### src/rtl/stage_id_pipe.sv
// Instruction-decode stage with built-in ID/EX pipeline register.
// Holds the register file (optional write-through bypass) and the control decoder.
// Detects load-use hazards and inserts a bubble for them, handles flush,
// and keeps a saturating count of stall cycles.
//
// Control decode (opcode -> controls):
//   R-type 0x00 : RegWr RegDst R_type,       ALUop 100
//   j      0x02 : Jump,                       ALUop 000
//   beq    0x04 : Branch,                     ALUop 001
//   addiu  0x09 : RegWr ALUSrc ExtOp,         ALUop 000
//   ori    0x0d : RegWr ALUSrc,               ALUop 010
//   lw     0x23 : RegWr ALUSrc ExtOp MemtoReg, ALUop 000
//   sw     0x2b : ALUSrc ExtOp MemWr,         ALUop 000
//   any other opcode decodes to all controls 0.
module stage_id_pipe #(
  parameter int DW     = 32,
  parameter int NREG   = 32,
  parameter int BYPASS = 1,
  parameter int CNTW   = 16,
  localparam int AW    = $clog2(NREG)
) (
  input  logic            Clk,
  input  logic            Rst_n,
  input  logic            IDin_Valid,
  input  logic [DW-1:0]   IDin_PC4,
  input  logic [31:0]     IDin_Inst,
  input  logic            Flush,
  input  logic            WR_RegWE,
  input  logic [AW-1:0]   WR_Rw,
  input  logic [DW-1:0]   WR_RegDin,
  output logic            IDout_Stall,
  output logic            IDout_Valid,
  output logic [DW-1:0]   IDout_PC4,
  output logic [DW-1:0]   IDout_Jtarg,
  output logic [DW-1:0]   IDout_busA,
  output logic [DW-1:0]   IDout_busB,
  output logic [AW-1:0]   IDout_Rt,
  output logic [AW-1:0]   IDout_Rd,
  output logic [AW-1:0]   IDout_Rw,
  output logic [5:0]      IDout_func,
  output logic [15:0]     IDout_immd,
  output logic            IDout_RegWr,
  output logic            IDout_ALUSrc,
  output logic            IDout_RegDst,
  output logic            IDout_MemtoReg,
  output logic            IDout_MemWr,
  output logic            IDout_Branch,
  output logic            IDout_Jump,
  output logic            IDout_ExtOp,
  output logic            IDout_R_type,
  output logic [2:0]      IDout_ALUop,
  output logic [CNTW-1:0] StallCnt
);

  logic [5:0]    op;
  logic [AW-1:0] rs, rt, rd;
  logic [DW-1:0] jtarg;

  assign op = IDin_Inst[31:26];
  assign rs = IDin_Inst[21 +: AW];
  assign rt = IDin_Inst[16 +: AW];
  assign rd = IDin_Inst[11 +: AW];

  // Jump target keeps the upper PC4 bits above bit 27.
  always_comb begin
    jtarg       = IDin_PC4;
    jtarg[27:0] = {IDin_Inst[25:0], 2'b00};
  end

  logic       d_regwr, d_alusrc, d_regdst, d_memtoreg, d_memwr;
  logic       d_branch, d_jump, d_extop, d_rtype;
  logic [2:0] d_aluop;

  // Control decoder.
  always_comb begin
    d_regwr    = 1'b0;
    d_alusrc   = 1'b0;
    d_regdst   = 1'b0;
    d_memtoreg = 1'b0;
    d_memwr    = 1'b0;
    d_branch   = 1'b0;
    d_jump     = 1'b0;
    d_extop    = 1'b0;
    d_rtype    = (op == 6'h00);
    d_aluop    = 3'b000;
    case (op)
      6'h00: begin d_regwr = 1'b1; d_regdst = 1'b1; d_aluop = 3'b100; end
      6'h02: begin d_jump = 1'b1; end
      6'h04: begin d_branch = 1'b1; d_aluop = 3'b001; end
      6'h09: begin d_regwr = 1'b1; d_alusrc = 1'b1; d_extop = 1'b1; end
      6'h0d: begin d_regwr = 1'b1; d_alusrc = 1'b1; d_aluop = 3'b010; end
      6'h23: begin d_regwr = 1'b1; d_alusrc = 1'b1; d_extop = 1'b1; d_memtoreg = 1'b1; end
      6'h2b: begin d_alusrc = 1'b1; d_extop = 1'b1; d_memwr = 1'b1; end
      default: ;
    endcase
  end

  logic [DW-1:0] regs [NREG];
  logic          wr_en;
  logic [DW-1:0] rd_a, rd_b;

  assign wr_en = WR_RegWE && (WR_Rw != '0);

  // Register file write; entry 0 is never written so it stays zero from reset.
  always_ff @(posedge Clk or negedge Rst_n) begin
    if (!Rst_n) begin
      for (int i = 0; i < NREG; i++) regs[i] <= '0;
    end else if (wr_en) begin
      regs[WR_Rw] <= WR_RegDin;
    end
  end

  // Read ports; a same-cycle write is forwarded when bypass is enabled.
  always_comb begin
    rd_a = regs[rs];
    rd_b = regs[rt];
    if (rs == '0)                                 rd_a = '0;
    else if (BYPASS != 0 && wr_en && WR_Rw == rs) rd_a = WR_RegDin;
    if (rt == '0)                                 rd_b = '0;
    else if (BYPASS != 0 && wr_en && WR_Rw == rt) rd_b = WR_RegDin;
  end

  // A load still in ID/EX whose destination feeds this instruction must wait one cycle.
  logic hazard, take, ctl_en;
  assign hazard = IDin_Valid && IDout_Valid && IDout_MemtoReg && (IDout_Rw != '0) &&
                  ((IDout_Rw == rs) || (IDout_Rw == rt));
  assign IDout_Stall = hazard && !Flush;

  // take=0 loads a bubble (flush or stall); controls also require a valid input.
  assign take   = !(Flush || IDout_Stall);
  assign ctl_en = take && IDin_Valid;

  // ID/EX pipeline register; bubbles zero every field.
  always_ff @(posedge Clk or negedge Rst_n) begin
    if (!Rst_n) begin
      IDout_Valid    <= 1'b0;
      IDout_PC4      <= '0;
      IDout_Jtarg    <= '0;
      IDout_busA     <= '0;
      IDout_busB     <= '0;
      IDout_Rt       <= '0;
      IDout_Rd       <= '0;
      IDout_Rw       <= '0;
      IDout_func     <= '0;
      IDout_immd     <= '0;
      IDout_RegWr    <= 1'b0;
      IDout_ALUSrc   <= 1'b0;
      IDout_RegDst   <= 1'b0;
      IDout_MemtoReg <= 1'b0;
      IDout_MemWr    <= 1'b0;
      IDout_Branch   <= 1'b0;
      IDout_Jump     <= 1'b0;
      IDout_ExtOp    <= 1'b0;
      IDout_R_type   <= 1'b0;
      IDout_ALUop    <= '0;
    end else begin
      IDout_Valid    <= ctl_en;
      IDout_PC4      <= take ? IDin_PC4 : '0;
      IDout_Jtarg    <= take ? jtarg : '0;
      IDout_busA     <= take ? rd_a : '0;
      IDout_busB     <= take ? rd_b : '0;
      IDout_Rt       <= take ? rt : '0;
      IDout_Rd       <= take ? rd : '0;
      IDout_Rw       <= take ? ((ctl_en && d_regdst) ? rd : rt) : '0;
      IDout_func     <= take ? IDin_Inst[5:0] : '0;
      IDout_immd     <= take ? IDin_Inst[15:0] : '0;
      IDout_RegWr    <= ctl_en && d_regwr;
      IDout_ALUSrc   <= ctl_en && d_alusrc;
      IDout_RegDst   <= ctl_en && d_regdst;
      IDout_MemtoReg <= ctl_en && d_memtoreg;
      IDout_MemWr    <= ctl_en && d_memwr;
      IDout_Branch   <= ctl_en && d_branch;
      IDout_Jump     <= ctl_en && d_jump;
      IDout_ExtOp    <= ctl_en && d_extop;
      IDout_R_type   <= ctl_en && d_rtype;
      IDout_ALUop    <= ctl_en ? d_aluop : 3'b000;
    end
  end

  // Saturating stall-cycle counter.
  always_ff @(posedge Clk or negedge Rst_n) begin
    if (!Rst_n)                              StallCnt <= '0;
    else if (IDout_Stall && (StallCnt != '1)) StallCnt <= StallCnt + 1'b1;
  end

endmodule

### config.mk
export PLATFORM = sky130hd
export DESIGN_NAME = stage_id_pipe
export DESIGN_NICKNAME = d
export VERILOG_FILES = /design/src/rtl/stage_id_pipe.sv
export SDC_FILE = /design/constraint.sdc
export NUM_CORES = 2
export LEC_CHECK = 0
export CORE_UTILIZATION = 55
export CTS_CLUSTER_DIAMETER = 40
export DETAILED_ROUTE_END_ITERATION = 10
export PLACE_DENSITY = 0.72
export SYNTH_ARGS = -nofsm -noshare
export SYNTH_HDL_FRONTEND = slang
export SYNTH_SLANG_ARGS = --single-unit
### constraint.sdc
create_clock -name Clk -period 4.2 [get_ports Clk]
set_input_delay 1.26 -clock Clk [delete_from_list [all_inputs] [get_ports Clk]]
set_output_delay 1.26 -clock Clk [all_outputs]
set_load 0.03 [all_outputs]
==> results.cfg <==
[synthesis]
synthCells = 4282
ys_seq_area_frac = 0.487
synthFlopType = dfrtp_1
ys_types = 61
synthTopCellsByArea = dfrtp_1 (49%), mux2_2 (19%), mux4_2 (14%), mux2i_1 (5.1%), a22oi_1 (1.5%)
yosysTopAreaCell = dfrtp_1
netlist.area_leader.share = 0.487
synth-seq-cells = 1179
synth.cell_area_um2 = 60600
syn_avg_cell_area_um2 = 14.2
ys_warn_count = 0
synth_edf_count = 0
async_reset_ff_frac = 1.00

[grt]
grt_start_max_net_pins = 126
grt_first_pass_wirelength_um = 272000
antenna_found_initial = 3
first_global_vias = 40880
grt.overflow.total = 0
grt_usage = 0.333

[finish]
nets = 4537
fillers = 7843
fin_util = 0.651
drive_gt1_frac = 0.425
area_growth_syn_to_layout_pct = 17.1
multi_input_area_um2 = 28700
diodes = 0
regArea_um2 = 29500

[drt]
totalWireLength_um = 184000
drt_iter0_drc = 4222
vias = 40158
drtPass1Iterations = 5
ant_nets = 0
vias_per_cell = 6.72
drt-wirelength-per-cell_um = 30.7
post-route-drc-count = 0

[sta]
max_freq_mhz = 254
min_period_over_period = 0.939
setup_tns_ps = 0
timing.slew.headroom = 0.144
fin_skew_ps = 35.7
hold_violations = 0
worst_slew_pin_slew_ps = 1280
post-route-min-period_ps = 3940
setup_viol = 0
maxSlewViolCount = 0
rsz0062_at_grt = false

[cts]
cts.sinks = 1179
cts_root_buffer = clkbuf_16
cts_buffer_depth = 3
cts_setup_buffers = 0
cts_tree = done
cts_resized = 0
cts_buffers = 160
cts_htree_levels = 4
cts_hold_buf = 0
clk_pin_slew_ps = 60
worstSkewPairLatency_ps = 770

[power]
power_leakage_nw = 30.9
vdd_drop_max_mv = 0.504
cellPowerDensity_nw_per_um2 = 501

[flow_run]
maxCapViolations = 0

[outcome]
outcome = complete, no violations

[floorplan]
die_w_um = 334
die-area_um2 = 112000
initial_core_util = 0.556
dieHeight_um = 334
row_count = 121
core_area_um2 = 109000
io-pin-count = 301

[min_path]
hp-start = regs[1000]$_DFFE_PN0P_
hold_path.class = reg2reg
hold_end = regs[1000]$_DFFE_PN0P_
whs_path_depth = 0

[worst_setup_path]
crit_required_ps = 2940
arrival_ps = 2680
crit_path_start = IDin_Inst[24]
path_class = in2out
path_max_fanout = 2
reg2reg_to = IDout_busA[22]$_DFF_PN0_
reg2reg_slack_ps = 1550
endpoint_kind = output port
r2r_start = IDout_Rw[1]$_DFF_PN0_
crit_path_start_kind = primary input
rr_worst_depth = 8

[placement]
place_congestion = 0.860
port_buffers = 298
dp_hpwl_um = 108000
## cells in the final DEF (no fill, tap or decap), types with 21 or more instances in the layout
cell type | netlist | final
dfrtp_1 | 1179 | 1179
mux2_2 | 1005 | 1005
mux4_2 | 381 | 381
mux2i_1 | 310 | 310
clkdlybuf4s50_1 | 0 | 288
clkbuf_16 | 0 | 166
buf_4 | 90 | 130
a22oi_1 | 118 | 118
nor2_1 | 130 | 112
nor3_1 | 88 | 87
o21ai_0 | 82 | 82
and2_1 | 62 | 61
buf_12 | 0 | 59
a221oi_1 | 57 | 57
nand2_1 | 65 | 50
nand3_1 | 45 | 44
nand4_1 | 36 | 36
a21oi_1 | 33 | 33
xnor2_1 | 28 | 28
o21ai_1 | 26 | 26
bufinv_16 | 0 | 24
clkbuf_8 | 0 | 21
## logic make-up after synthesis
group                    synth area share
AO/OA/AOI/OAI                      0.0387
XOR/XNOR                          0.00491
adder cells (fa/ha/maj)          0.000206
buffers and inverters              0.0433
flip-flops                          0.487
multiplexers                        0.382
other                           0.0000619
AND/OR/NAND/NOR                    0.0440
## cell type report
type / count / area share
timing repair buffer: 484 / 0.0723
clock buffer: 204 / 0.0634
clock inverter: 90 / 0.0181
inverter: 5 / 0.000265
multi-input combinational: 2600 / 0.405
sequential: 1179 / 0.416
tap: 1414 / 0.0249
## worst max-delay path: stages
cell,delay [ps]
clkdlybuf4s50_1,540
xnor2_1,140
nand2_1,80
o22ai_2,240
nand2_1,120
nor2_1,120
buf_4,180
## power by group
group / internal [mW] / switching [mW]
Sequential: 13.3 / 1.46
Combinational: 3.57 / 2.60
Clock: 9.15 / 5.41
## metrics by stage
step / worst slack, ps / hold WS [ps] / power (mW) / instance area (um2) / cells
after floorplan: 571 / 441 / 19.0 / 60600 / 4283
after CTS: 213 / 400 / 35.6 / 70900 / 5976
final: 256 / 401 / 35.5 / 70900 / 5976
after detailed placement: 226 / 384 / 21.0 / 65200 / 5682
after global routing: 159 / 409 / 36.8 / 70900 / 5976
after global placement: 187 / 383 / 20.7 / 65200 / 5682
## synth_stat cells (30+ instances only)
cell type,instances
a21oi_1,33
mux2i_1,310
buf_4,90
dfrtp_1,1179
clkbuf_1,221
a221oi_1,57
nor3_1,88
nor2_1,130
buf_2,126
o21ai_0,82
buf_1,30
mux4_2,381
nand3_1,45
nand2_1,65
and2_1,62
mux2_2,1005
nand4_1,36
a22oi_1,118
## per-layer routing
metal	share of wire	vias to the layer above	global-route usage	routed length, um
met2	0.46	2017	0.502	84100
met3	0.094	433	0.0765	17200
met5	0.00082	-	0.00825	151
li1	-	16401	-	-
met4	0.041	6	0.139	7580
met1	0.41	21301	0.465	74500
## state kept, by name, indices dropped and copies added (netlist names), 3 cells and up
| register | count |
|---|---|
| IDout_ALUop | 3 |
| IDout_busA | 32 |
| IDout_immd | 15 |
| StallCnt | 16 |
| IDout_Rw | 5 |
| regs | 1024 |
| IDout_PC4 | 31 |
| IDout_busB | 32 |
| IDout_Rt | 4 |
| IDout_Jtarg | 8 |
## how the worst max path moves through the flow
stage             endpoint  slack, ps  cells after the start
2_1_floorplan  IDout_Stall        570                      6
3_3_place_gp   IDout_Stall        190                      7
3_5_place_dp   IDout_Stall        230                      7
4_1_cts        IDout_Stall        210                      7
5_1_grt        IDout_Stall        160                      7
6_report       IDout_Stall        260                      7
No activity file was read; power rests on OpenSTA's default activity.
